<file path="src/rtl/fetch_unit_if.sv">
// Fetch-stage bus: shared immediate-format constants plus the interface
// bundling the instruction-memory channel, redirect and downstream handshake.
package fetch_unit_pkg;
  localparam int unsigned XLEN   = 32;
  localparam int unsigned IMM_W  = 25;
  localparam int unsigned CTRL_W = 3;

  localparam logic [CTRL_W-1:0] ITYPE = 3'd0;
  localparam logic [CTRL_W-1:0] STYPE = 3'd1;
  localparam logic [CTRL_W-1:0] BTYPE = 3'd2;
  localparam logic [CTRL_W-1:0] UTYPE = 3'd3;
  localparam logic [CTRL_W-1:0] JTYPE = 3'd4;
endpackage

interface fetch_unit_if;
  import fetch_unit_pkg::*;

  logic              imem_req_valid;
  logic              imem_req_ready;
  logic [XLEN-1:0]   imem_addr;
  logic              imem_rsp_valid;
  logic [XLEN-1:0]   imem_rdata;
  logic              redirect;
  logic [XLEN-1:0]   redirect_pc;
  logic              instr_valid;
  logic              instr_ready;
  logic [XLEN-1:0]   instr;
  logic [XLEN-1:0]   instr_pc;
  logic [IMM_W-1:0]  immed;
  logic [CTRL_W-1:0] imm_ctrl;
  logic              illegal;

  // Fetch unit side
  modport master (
    output imem_req_valid, imem_addr, instr_valid, instr, instr_pc,
           immed, imm_ctrl, illegal,
    input  imem_req_ready, imem_rsp_valid, imem_rdata, redirect,
           redirect_pc, instr_ready
  );

  // Memory / execute / decode side
  modport slave (
    input  imem_req_valid, imem_addr, instr_valid, instr, instr_pc,
           immed, imm_ctrl, illegal,
    output imem_req_ready, imem_rsp_valid, imem_rdata, redirect,
           redirect_pc, instr_ready
  );
endinterface

</file>
<file path="src/rtl/fetch_unit.sv">
// Instruction fetch stage: PC, single-outstanding imem read, instruction
// register with pre-decoded immediate format, redirect/squash handling.
module fetch_unit
  import fetch_unit_pkg::*;
#(
  parameter logic [31:0] RESET_PC = 32'h0000_0000
) (
  input  logic          clk,
  input  logic          rst_n,
  fetch_unit_if.master  bus
);

  localparam logic [XLEN-1:0] NOP_INSTR = 32'h0000_0013;

  typedef enum logic [1:0] {S_REQ, S_WAIT, S_HOLD} state_e;

  state_e            state_q;
  logic [XLEN-1:0]   pc_q;
  logic              kill_q;
  logic              req_valid_q;
  logic              instr_valid_q;
  logic [XLEN-1:0]   instr_q;
  logic [XLEN-1:0]   instr_pc_q;
  logic [CTRL_W-1:0] imm_ctrl_q;
  logic              illegal_q;

  logic [XLEN-1:0]   redirect_tgt;
  logic [CTRL_W-1:0] dec_ctrl;
  logic              dec_illegal;

  assign redirect_tgt = bus.redirect_pc & ~XLEN'(32'h3);

  // Pre-decode the returning word's opcode into the immediate format
  always_comb begin
    dec_ctrl    = ITYPE;
    dec_illegal = 1'b0;
    unique case (bus.imem_rdata[6:0])
      7'b0010011, 7'b0000011,
      7'b1100111, 7'b1110011: dec_ctrl = ITYPE;
      7'b0100011:             dec_ctrl = STYPE;
      7'b1100011:             dec_ctrl = BTYPE;
      7'b0110111, 7'b0010111: dec_ctrl = UTYPE;
      7'b1101111:             dec_ctrl = JTYPE;
      7'b0110011:             dec_ctrl = ITYPE;
      default:                dec_illegal = 1'b1;
    endcase
  end

  // Fetch FSM: request, wait for response, hold until consumed; redirect wins
  always_ff @(posedge clk) begin
    if (!rst_n) begin
      state_q       <= S_REQ;
      pc_q          <= RESET_PC;
      kill_q        <= 1'b0;
      req_valid_q   <= 1'b0;
      instr_valid_q <= 1'b0;
      instr_q       <= NOP_INSTR;
      instr_pc_q    <= RESET_PC;
      imm_ctrl_q    <= ITYPE;
      illegal_q     <= 1'b0;
    end else begin
      unique case (state_q)
        S_REQ: begin
          if (req_valid_q && bus.imem_req_ready) begin
            state_q     <= S_WAIT;
            req_valid_q <= 1'b0;
            if (bus.redirect) begin
              pc_q   <= redirect_tgt;
              kill_q <= 1'b1;
            end
          end else begin
            req_valid_q <= 1'b1;
            if (bus.redirect) pc_q <= redirect_tgt;
          end
        end

        S_WAIT: begin
          if (bus.imem_rsp_valid) begin
            if (kill_q || bus.redirect) begin
              // Squashed response: drop it and refetch from the current PC
              kill_q      <= 1'b0;
              state_q     <= S_REQ;
              req_valid_q <= 1'b1;
              if (bus.redirect) pc_q <= redirect_tgt;
            end else begin
              instr_q       <= bus.imem_rdata;
              instr_pc_q    <= pc_q;
              imm_ctrl_q    <= dec_ctrl;
              illegal_q     <= dec_illegal;
              instr_valid_q <= 1'b1;
              state_q       <= S_HOLD;
            end
          end else if (bus.redirect) begin
            pc_q   <= redirect_tgt;
            kill_q <= 1'b1;
          end
        end

        S_HOLD: begin
          if (bus.redirect) begin
            pc_q          <= redirect_tgt;
            instr_valid_q <= 1'b0;
            state_q       <= S_REQ;
            req_valid_q   <= 1'b1;
          end else if (bus.instr_ready) begin
            pc_q          <= pc_q + XLEN'(4);
            instr_valid_q <= 1'b0;
            state_q       <= S_REQ;
            req_valid_q   <= 1'b1;
          end
        end

        default: begin
          state_q     <= S_REQ;
          req_valid_q <= 1'b0;
        end
      endcase
    end
  end

  assign bus.imem_req_valid = req_valid_q;
  assign bus.imem_addr      = pc_q;
  assign bus.instr_valid    = instr_valid_q;
  assign bus.instr          = instr_q;
  assign bus.instr_pc       = instr_pc_q;
  assign bus.immed          = instr_q[31:7];
  assign bus.imm_ctrl       = imm_ctrl_q;
  assign bus.illegal        = illegal_q;

endmodule

</file>
<file path="src/flat_wrapper.sv">
// flat-port wrapper written by rule: the top's interface ports become plain ports
module fetch_unit_flat import fetch_unit_pkg::*;
#(
  parameter logic [31:0] RESET_PC = 32'h0000_0000
)
  (clk, rst_n, bus_imem_req_valid, bus_imem_addr, bus_instr_valid, bus_instr, bus_instr_pc, bus_immed, bus_imm_ctrl, bus_illegal, bus_imem_req_ready, bus_imem_rsp_valid, bus_imem_rdata, bus_redirect, bus_redirect_pc, bus_instr_ready);
  fetch_unit_if bus_i ();
  input  logic clk;
  input  logic rst_n;
  output wire logic [$bits(bus_i.imem_req_valid)-1:0] bus_imem_req_valid;
  output wire logic [$bits(bus_i.imem_addr)-1:0] bus_imem_addr;
  output wire logic [$bits(bus_i.instr_valid)-1:0] bus_instr_valid;
  output wire logic [$bits(bus_i.instr)-1:0] bus_instr;
  output wire logic [$bits(bus_i.instr_pc)-1:0] bus_instr_pc;
  output wire logic [$bits(bus_i.immed)-1:0] bus_immed;
  output wire logic [$bits(bus_i.imm_ctrl)-1:0] bus_imm_ctrl;
  output wire logic [$bits(bus_i.illegal)-1:0] bus_illegal;
  input wire logic [$bits(bus_i.imem_req_ready)-1:0] bus_imem_req_ready;
  input wire logic [$bits(bus_i.imem_rsp_valid)-1:0] bus_imem_rsp_valid;
  input wire logic [$bits(bus_i.imem_rdata)-1:0] bus_imem_rdata;
  input wire logic [$bits(bus_i.redirect)-1:0] bus_redirect;
  input wire logic [$bits(bus_i.redirect_pc)-1:0] bus_redirect_pc;
  input wire logic [$bits(bus_i.instr_ready)-1:0] bus_instr_ready;
  assign bus_imem_req_valid = bus_i.imem_req_valid;
  assign bus_imem_addr = bus_i.imem_addr;
  assign bus_instr_valid = bus_i.instr_valid;
  assign bus_instr = bus_i.instr;
  assign bus_instr_pc = bus_i.instr_pc;
  assign bus_immed = bus_i.immed;
  assign bus_imm_ctrl = bus_i.imm_ctrl;
  assign bus_illegal = bus_i.illegal;
  assign bus_i.imem_req_ready = bus_imem_req_ready;
  assign bus_i.imem_rsp_valid = bus_imem_rsp_valid;
  assign bus_i.imem_rdata = bus_imem_rdata;
  assign bus_i.redirect = bus_redirect;
  assign bus_i.redirect_pc = bus_redirect_pc;
  assign bus_i.instr_ready = bus_instr_ready;
  fetch_unit #(.RESET_PC(RESET_PC)) u_core (.clk(clk), .rst_n(rst_n), .bus(bus_i));
endmodule
</file>
<file path="config.mk">
export PLATFORM = sky130hd
export DESIGN_NAME = fetch_unit_flat
export DESIGN_NICKNAME = d
export VERILOG_FILES = /design/src/rtl/fetch_unit_if.sv /design/src/rtl/fetch_unit.sv /design/src/flat_wrapper.sv
export SDC_FILE = /design/constraint.sdc
export NUM_CORES = 1
export LEC_CHECK = 0
export CORE_MARGIN = 2
export CORE_UTILIZATION = 55
export DETAILED_ROUTE_END_ITERATION = 8
export DONT_BUFFER_PORTS = 1
export PLACE_DENSITY = 0.69
export SLEW_MARGIN = 20
export SYNTH_ARGS = -nofsm -noshare
export SYNTH_HDL_FRONTEND = slang
export SYNTH_SLANG_ARGS = --single-unit
</file>
<file path="constraint.sdc">
create_clock -name clk -period 2.95 [get_ports clk]
set_clock_uncertainty 0.1 [all_clocks]
set_input_delay 0.59 -clock clk [delete_from_list [all_inputs] [get_ports clk]]
set_output_delay 0.59 -clock clk [all_outputs]
set_load 0.01 [all_outputs]
</file>
==> results.json, run 1 <==
{
  "ys.flop_type": "dfxtp_1",
  "dp_slack_ns": 0.314,
  "ys_ff_latch": 101,
  "fmax_ghz": 0.381,
  "die_h_um": 99.5,
  "synth_top_cell_by_area": "dfxtp_1",
  "via_per_inst": 6.06,
  "die_area_mm2": 0.00989,
  "clockBufferDepth": 2,
  "final_common_cell": "nand2_1",
  "ys_seq_area_frac": 0.403,
  "worstMarginPinSlew_ns": 0.664,
  "areaGrowthSynthToFinish_pct": 2.05,
  "drv_slew": 0,
  "fin_crit_sh": 0.891,
  "slew_headroom": 0.558,
  "grt_max_degree": 111,
  "layout-drive-gt1-share": 0.0809,
  "grt_pass1_wl_um": 19200,
  "cts_hold_buf": 0,
  "setup_violations": 0,
  "ys_async_sr_fraction": 0,
  "ant_nets": 0,
  "postCtsSetupBuffers": 0,
  "cts_tree": "done",
  "hpwlAfterDp_um": 8100,
  "path_class": "reg2reg",
  "cts_resized": 0,
  "worstPathRequired_ns": 3.11,
  "outcome": "complete, no violations",
  "grt_overflow": 0,
  "r2r_start": "u_core.state_q[1]$_SDFFE_PN0P_",
  "ir_worst_vdd_v": 0.000363,
  "grt_pass1_vias": 3944,
  "antenna_found_initial": 0,
  "num_antenna_cells": 0,
  "start_kind": "register",
  "critPathArrivalTime_ns": 2.78,
  "avgRoutedWirePerCell_um": 17.2,
  "clock_latency_ns": 0.36,
  "cp-end-kind": "register",
  "hold_class": "in2reg",
  "pin_count": 197,
  "layout.nets": 652,
  "finalSetupTns_ns": 0,
  "total_power_mw": 3.31,
  "netlist_top_cells_area": "dfxtp_1 40%, nand2_1 11%, a21boi_0 9.3%, buf_4 4.3%, a21oi_1 2.8%",
  "hold_violations": 0,
  "cp-startpoint": "u_core.state_q[1]$_SDFFE_PN0P_",
  "syn_inst": 626,
  "ys_warn_count": 0,
  "final_cell_mix": "149 x nand2_1, 101 x dfxtp_1, 62 x a21boi_0",
  "cts_root_buffer": "clkbuf_8",
  "place_congestion": 0.844,
  "dp.cells": 673,
  "synth-edff-count": 0,
  "clk_pin_slew_ns": 0.11,
  "fin_cells": 689,
  "grt.total_usage": 0.237,
  "avgSynthCellArea_um2": 8.01,
  "layout_min_cycle_time_ns": 2.63,
  "start_util": 0.572,
  "pwr_density_cell_mw_per_mm2": 646,
  "clock_sinks": 101,
  "leakagePower_nw": 1.79,
  "hp-start": "bus_imem_rdata[29]",
  "die_w_um": 99.5,
  "dr.pass1.iters": 4,
  "placement.io_buffers": 0,
  "cap_violations": 0,
  "synth_top_area_share": 0.403,
  "synth_cell_types": 60,
  "critPathMaxFanout": 45,
  "rsz0062_at_grt": "false",
  "wirelength_um": 11800,
  "setup_ws_ns": 0.322,
  "core_mm2": 0.00876,
  "htreeDepth": 3,
  "drt_iter0_drc": 197,
  "drcViolationCount": 0,
  "netlist_area_mm2": 0.00501,
  "num_rows": 34,
  "cts_buffers": 9,
  "vias": 4175
}
==> kinds of logic after synthesis <==
logic type,synth area share
DFF,0.403
muxes,0.00399
AOI/OAI and AO/OA,0.233
buffers and inverters,0.0839
adders and majority gates,0.0150
other,0.000748
and+or+nand+nor,0.260
==> layout make-up <==
| class | instances | area [um^2] |
|---|---|---|
| clock buffer | 9 | 124 |
| tap | 108 | 135 |
| inverter | 4 | 15.0 |
| multi-input combinational | 449 | 2600 |
| clock inverter | 7 | 128 |
| timing repair buffer | 11 | 95.1 |
| sequential | 101 | 2020 |
| fill | 824 | 3650 |
==> state kept, by name (all words and copies together) (netlist names) <==
| signal | flops |
|---|---|
| u_core.bus.instr | 32 |
| u_core.bus.illegal | 1 |
| u_core.kill_q | 1 |
| u_core.state_q | 2 |
| u_core.bus.imem_addr | 30 |
| u_core.bus.instr_valid | 1 |
| u_core.bus.imm_ctrl | 3 |
| u_core.bus.imem_req_valid | 1 |
| u_core.bus.instr_pc | 30 |
==> layer usage <==
metal	GRT usage	routed length, um	vias to the layer above
li1	-	-	2048
met1	0.291	4850	1963
met2	0.402	5810	153
met3	0.0647	1030	11
met4	0.0822	150	0
met5	0	0	-
==> metrics by stage <==
stage | instance area (um^2) | util | hold WS [ns]
floorplan | 5020 | - | 0.388
global placement | 4860 | 0.555 | 0.399
detailed placement | 4860 | 0.555 | 0.405
CTS | 5110 | 0.584 | 0.192
global route | 5110 | 0.584 | 0.204
finish | 5110 | 0.584 | 0.243
==> where the power goes <==
| group | leakage, nW | internal, mW | switching [mW] | total (mW) |
|---|---|---|---|---|
| Sequential | 0.822 | 1.48 | 0.208 | 1.69 |
| Clock | 0.126 | 0.577 | 0.519 | 1.10 |
| Combinational | 0.844 | 0.216 | 0.305 | 0.521 |
| Total | 1.79 | 2.27 | 1.03 | 3.31 |
==> worst max-delay path, stage by stage (launching register included) <==
cell and delay, ns:
dfxtp_1 0.35, inv_1 0.11, ha_1 0.31, and4bb_4 0.49, buf_4 0.46, nor2_1 0.13
a32oi_1 0.22, nor2b_1 0.07, a311o_1 0.27
==> path summary, 6_finish.rpt <==
path / depth (start not counted) / slack (ns) / end
max reg2reg: 8 / 0.32 / u_core.bus.imem_addr[30]$_SDFFE_PN0P_
min reg2reg: 2 / 0.41 / u_core.bus.instr_pc[5]$_SDFFE_PN0P_
max: 8 / 0.32 / u_core.bus.imem_addr[30]$_SDFFE_PN0P_
min: 2 / 0.24 / u_core.bus.instr[29]$_SDFFE_PN0P_
==> synth_stat cells (2+ instances only) <==
| cell type | count |
|---|---|
| and4_1 | 2 |
| a21oi_1 | 28 |
| a311oi_1 | 4 |
| o31a_1 | 2 |
| a31oi_1 | 2 |
| ha_1 | 6 |
| nor3_1 | 13 |
| nor2_1 | 24 |
| a21o_1 | 3 |
| or3_1 | 2 |
| o211ai_1 | 4 |
| buf_2 | 10 |
| o21ai_0 | 26 |
| mux2i_1 | 2 |
| nor3b_1 | 2 |
| a22oi_1 | 2 |
| a32o_1 | 6 |
| nand3_1 | 22 |
| buf_4 | 29 |
| o221a_2 | 2 |
| or4_1 | 2 |
| clkbuf_2 | 2 |
| nor4_1 | 6 |
| nor2b_1 | 10 |
| a31o_2 | 6 |
| nand2b_1 | 2 |
| inv_1 | 4 |
| o2bb2ai_1 | 4 |
| and3_1 | 8 |
| a32oi_1 | 2 |
| dfxtp_1 | 101 |
| o31ai_1 | 3 |
| buf_1 | 3 |
| a21boi_0 | 62 |
| clkbuf_1 | 31 |
| a22o_1 | 2 |
| nand4_1 | 6 |
| o211a_1 | 2 |
| nand2_1 | 149 |
| and2_1 | 10 |
Power figures use the tool's default switching activity.
==> run 2: changes to the inputs <==
clock period = 2.75 ns   (was 2.95 ns; I/O delays follow)
==> run 2 against run 1 <==
Routed wire length is 2.9% higher. Setup slack worse by 0.0050 ns. Fmax is 8.0% higher. Register-to-register slack hardly changed. Final area is 0.93% lower. First-iteration DRC count is 6.6% lower. Non-clock buffer count is 4 higher. Largest power group unchanged. Highest routed layer unchanged.
==> results.json, run 2 (synthesized netlist as in run 1, its figures left out) <==
{
  "outcome": "complete, no violations",
  "dp.cells": 677,
  "layout_min_cycle_time_ns": 2.43,
  "cts_buffers": 9,
  "slew_headroom": 0.558,
  "antenna_found_initial": 0,
  "hold_violations": 0,
  "start_util": 0.572,
  "pin_count": 197,
  "pwr_density_cell_mw_per_mm2": 644,
  "place_congestion": 0.844,
  "ir_worst_vdd_v": 0.000273,
  "core_mm2": 0.00876,
  "htreeDepth": 3,
  "cts_root_buffer": "clkbuf_8",
  "path_class": "reg2reg",
  "hpwlAfterDp_um": 8330,
  "grt_pass1_wl_um": 20000,
  "grt_max_degree": 111,
  "layout-drive-gt1-share": 0.0839,
  "cp-startpoint": "u_core.state_q[1]$_SDFFE_PN0P_",
  "cts_resized": 0,
  "placement.io_buffers": 0,
  "cp-end-kind": "register",
  "die_h_um": 99.5,
  "avgRoutedWirePerCell_um": 17.6,
  "fmax_ghz": 0.411,
  "final_cell_mix": "149 x nand2_1, 101 x dfxtp_1, 62 x a21boi_0",
  "placed_area_mm2": 0.00489,
  "largest_reg_flops": 32,
  "critPathMaxFanout": 16,
  "clk_pin_slew_ns": 0.09,
  "dr.pass1.iters": 4,
  "die_w_um": 99.5,
  "clock_sinks": 101,
  "via_per_inst": 6.09,
  "layout.nets": 656,
  "final_area_mm2": 0.00507,
  "wirelength_um": 12200,
  "worstPathRequired_ns": 2.91,
  "drt_iter0_drc": 184,
  "dp_slack_ns": 0.321,
  "cts_hold_buf": 0,
  "num_antenna_cells": 0,
  "vias": 4212,
  "grt_overflow": 0,
  "worstMarginPinSlew_ns": 0.663,
  "finalSetupTns_ns": 0,
  "postCtsSetupBuffers": 0,
  "grt.total_usage": 0.248,
  "areaGrowthSynthToFinish_pct": 1.10,
  "cap_violations": 0,
  "cts_tree": "done",
  "num_rows": 34,
  "critPathArrivalTime_ns": 2.59,
  "drv_slew": 0,
  "crit_path_end": "u_core.bus.imem_addr[23]$_SDFFE_PN0P_",
  "clockBufferDepth": 2,
  "grt_pass1_vias": 4013,
  "drcViolationCount": 0,
  "setup_ws_ns": 0.317,
  "die_area_mm2": 0.00989,
  "clock_latency_ns": 0.37,
  "fin_cells": 692,
  "fin_crit_sh": 0.885,
  "rsz0062_at_grt": "false",
  "ant_nets": 0,
  "timing.reg2reg.setup_slack_ns": 0.32,
  "leakagePower_nw": 1.77,
  "hold_class": "in2reg",
  "setup_violations": 0,
  "start_kind": "register",
  "rr_worst_depth": 7,
  "worstReg2RegEnd": "u_core.bus.imem_addr[23]$_SDFFE_PN0P_",
  "fin_util": 0.578,
  "final_common_cell": "nand2_1",
  "r2r_start": "u_core.state_q[1]$_SDFFE_PN0P_"
}
-- run 2: where the power goes --
part	switching, mW	internal, mW
registers	0.218	1.59
clock network	0.517	0.356
logic	0.343	0.243
-- run 2: final cells by class --
cell class	instances	area, um^2
Multi-Input combinational cell	449	2600
Inverter	4	15.0
Fill cell	846	3700
Timing Repair Buffer	15	125
Sequential cell	101	2020
Tap cell	108	135
Clock inverter	4	32.5
Clock buffer	11	141
-- run 2: critical path, cell delays in order, from the launching register on --
cell	delay, ns
dfxtp_1	0.39
inv_1	0.10
ha_1	0.20
and4bb_4	0.22
or3_1	0.57
buf_4	0.28
a22o_1	0.23
o31a_1	0.23
-- run 2: how the worst min path moves through the flow --
stage	from	cells after the start	slack [ns]	to
floorplan	u_core.bus.instr[2]$_SDFFE_PN0P_	2	0.39	u_core.bus.instr[2]$_SDFFE_PN0P_
detailed placement	u_core.bus.instr_pc[8]$_SDFFE_PN0P_	2	0.41	u_core.bus.instr_pc[8]$_SDFFE_PN0P_
CTS	rst_n	1	0.15	u_core.bus.instr[0]$_SDFFE_PN1P_
global route	rst_n	1	0.18	u_core.bus.instr[4]$_SDFFE_PN1P_
finish	bus_imem_rdata[0]	2	0.21	u_core.bus.instr[0]$_SDFFE_PN1P_
global placement	u_core.bus.instr_pc[5]$_SDFFE_PN0P_	2	0.40	u_core.bus.instr_pc[5]$_SDFFE_PN0P_
-- run 2: through the flow --
| stage | hold WS (ns) | total power [mW] |
|---|---|---|
| after floorplan | 0.388 | 2.31 |
| after global placement | 0.399 | 2.40 |
| after detailed placement | 0.406 | 2.43 |
| after CTS | 0.152 | 3.30 |
| after global routing | 0.179 | 3.45 |
| final | 0.210 | 3.26 |
-- run 2: routing by layer --
metal	global-route usage	wire length [um]	vias to the layer above
met1	0.303	4920	1983
li1	-	-	2057
met3	0.0639	1010	17
met5	0	0	-
met4	0.0948	247	0
met2	0.419	6010	155
==> RTL change (flow settings as in run 2) <==
Re-encode `state_e` (3 states) as one-hot, 3 bits wide.
--- a/src/rtl/fetch_unit.sv
+++ b/src/rtl/fetch_unit.sv
@@ -13,5 +13,5 @@
   localparam logic [XLEN-1:0] NOP_INSTR = 32'h0000_0013;
 
-  typedef enum logic [1:0] {S_REQ, S_WAIT, S_HOLD} state_e;
+  typedef enum logic [2:0] {S_REQ = 3'b001, S_WAIT = 3'b010, S_HOLD = 3'b100} state_e;
 
   state_e            state_q;
Behaviour: no difference found for any inputs over 4 cycles, from zero or initial values and one cycle with rst_n low; so few cycles prove little.
==> RTL change against run 2 <==
Synthesized area grew 1.3%. Sequential cell count grew 1. Routed wire length fell by 1.4%. Critical path depth shrank 1. First-iteration DRC count is 19% higher. Global-route usage decreased by 1.6 points. Final area rose by 0.37%. Worst setup slack gained 0.14 ns. Critical endpoint is now u_core.bus.imem_addr[28]. Largest cell class unchanged.
Power is not compared: it rests on default switching activity, and its combinational part moved more than twofold at a synthesized area within 25%.
==> RTL change: results (changes against run 2) <==
| Metric | Value |
|---|---|
| Count of different cell masters after synthesis | 65 (was 60) |
| Post-DP HPWL | 8110 µm (was 8330 µm) |
| Drt wl/cell | 16.9 µm (was 17.6 µm) |
| Drt initial violations | 219 (was 184) |
| Syn_area_per_cell | 7.91 µm² (was 8.01 µm²) |
| Critical Path Source | u_core.bus.imem_addr[2] (was u_core.state_q[1]) |
| CP max stage delay | 0.52 ns (was 0.57 ns) |
| Synth Area in Adders | 0.246% (was 1.50%) |
| Slowest CP cell | dfxtp_1 (was or3_1) |
| Synth top cells by count | nand2_1 (163), dfxtp_1 (102), a21boi_0 (54), nor2_1 (35) (was nand2_1 (149), dfxtp_1 (101), a21boi_0 (62), clkbuf_1 (31), buf_4 (29)) |
| Post-synthesis sequential area ratio | 40.2% (was 40.3%) |
| Worst flop-to-flop path startpoint | u_core.bus.imem_addr[2] (was u_core.state_q[1]) |
| Pin count of the biggest net entering global routing | 92 (was 111) |
| Layout cells sized above 1 | 8.04% (was 8.39%) |
| R2r setup slk | 0.46 ns (was 0.32 ns) |
| Via density | 6.12 (was 6.09) |
| First-pass GRT wire length | 19000 µm (was 20000 µm) |
| Worst Hold Depth | 1 (was 2) |
| Finished Layout Cells | 709 (was 692) |
| Status | completed (unchanged) |
| Ranking of synthesized cells by area | dfxtp_1 (40%), nand2_1 (12%), a21boi_0 (8.0%) (was dfxtp_1 (40%), nand2_1 (11%), a21boi_0 (9.3%)) |
| Fillers | 868 (was 846) |
| Nets | 663 (was 656) |
| Post-synthesis mux area share | 0.641% (was 0.399%) |
| Initial antenna violation count | 1 (was 0) |
| RePlAce Congestion | 0.830 (was 0.844) |
| CP Max Fanout | 8 (was 16) |
| Arr. time, crit path | 2.44 ns (was 2.59 ns) |
| Hold endpoint | u_core.bus.instr[1] (was u_core.bus.instr[0]) |
RTL change: cell type report:
| type | count | area (µm²) | share of cell area (%) |
|---|---|---|---|
| Antenna cell | 1 | 2.50 | 0.0492 |
| Multi-Input combinational cell | 457 | 2550 | 50.2 |
| Inverter | 6 | 22.5 | 0.443 |
| Sequential cell | 102 | 2040 | 40.1 |
| Clock buffer | 11 | 141 | 2.78 |
| Tap cell | 111 | 139 | 2.73 |
| Clock inverter | 5 | 63.8 | 1.25 |
| Timing Repair Buffer | 16 | 120 | 2.36 |
RTL change: logic make-up after synthesis:
logic type      after synthesis
mux                           3
compound gates              162
simple gates                287
other cells                   1
flops                       102
buf+inv                      86
fa+ha+maj                     1
RTL change: worst max-delay path by stage:
stage                                           to  slack [ns]  depth (start not counted)
final                     u_core.bus.imem_addr[28]        0.46                          6
after floorplan           u_core.bus.imem_addr[28]        0.76                          7
after detailed placement  u_core.bus.imem_addr[28]        0.47                          6
after global placement    u_core.bus.imem_addr[28]        0.50                          6
after CTS                 u_core.bus.imem_addr[28]        0.45                          6
after global routing      u_core.bus.imem_addr[28]        0.29                          6
RTL change: worst reg2reg max path, stage by stage, from the launching register on:
cell     delay [ns]
dfxtp_1        0.52
ha_1           0.26
nand3_1        0.15
nor3_2         0.27
and4_1         0.42
a21oi_1        0.12
or3_1          0.36
RTL change: routing by layer:
metal,vias up,part of all wire [%],global-route usage (%)
li1,2107,-,-
met1,2042,41,27.3
met2,170,49,39.8
met3,17,8.2,6.75
met4,2,1.3,9.06
met5,-,0.092,0
RTL change: where the power goes:
| part | internal, mW | switching [mW] | leakage, nW |
|---|---|---|---|
| clock | 0.457 | 0.530 | 0.101 |
| sequential | 1.51 | 0.0877 | 0.828 |
| combinational | 0.0837 | 0.0834 | 0.829 |
| total | 2.06 | 0.701 | 1.76 |
RTL change: metrics by stage:
stage	cell area, µm²	worst slack (ns)	hold WS (ns)	power (mW)	utilization [%]
finish	5090	0.461	0.174	2.76	55.8
global route	5080	0.286	0.162	2.86	55.8
CTS	5080	0.449	0.155	2.78	55.8
detailed placement	4880	0.472	0.380	1.80	53.6
global placement	4880	0.502	0.367	1.80	53.6
floorplan	5090	0.764	0.352	1.78	-
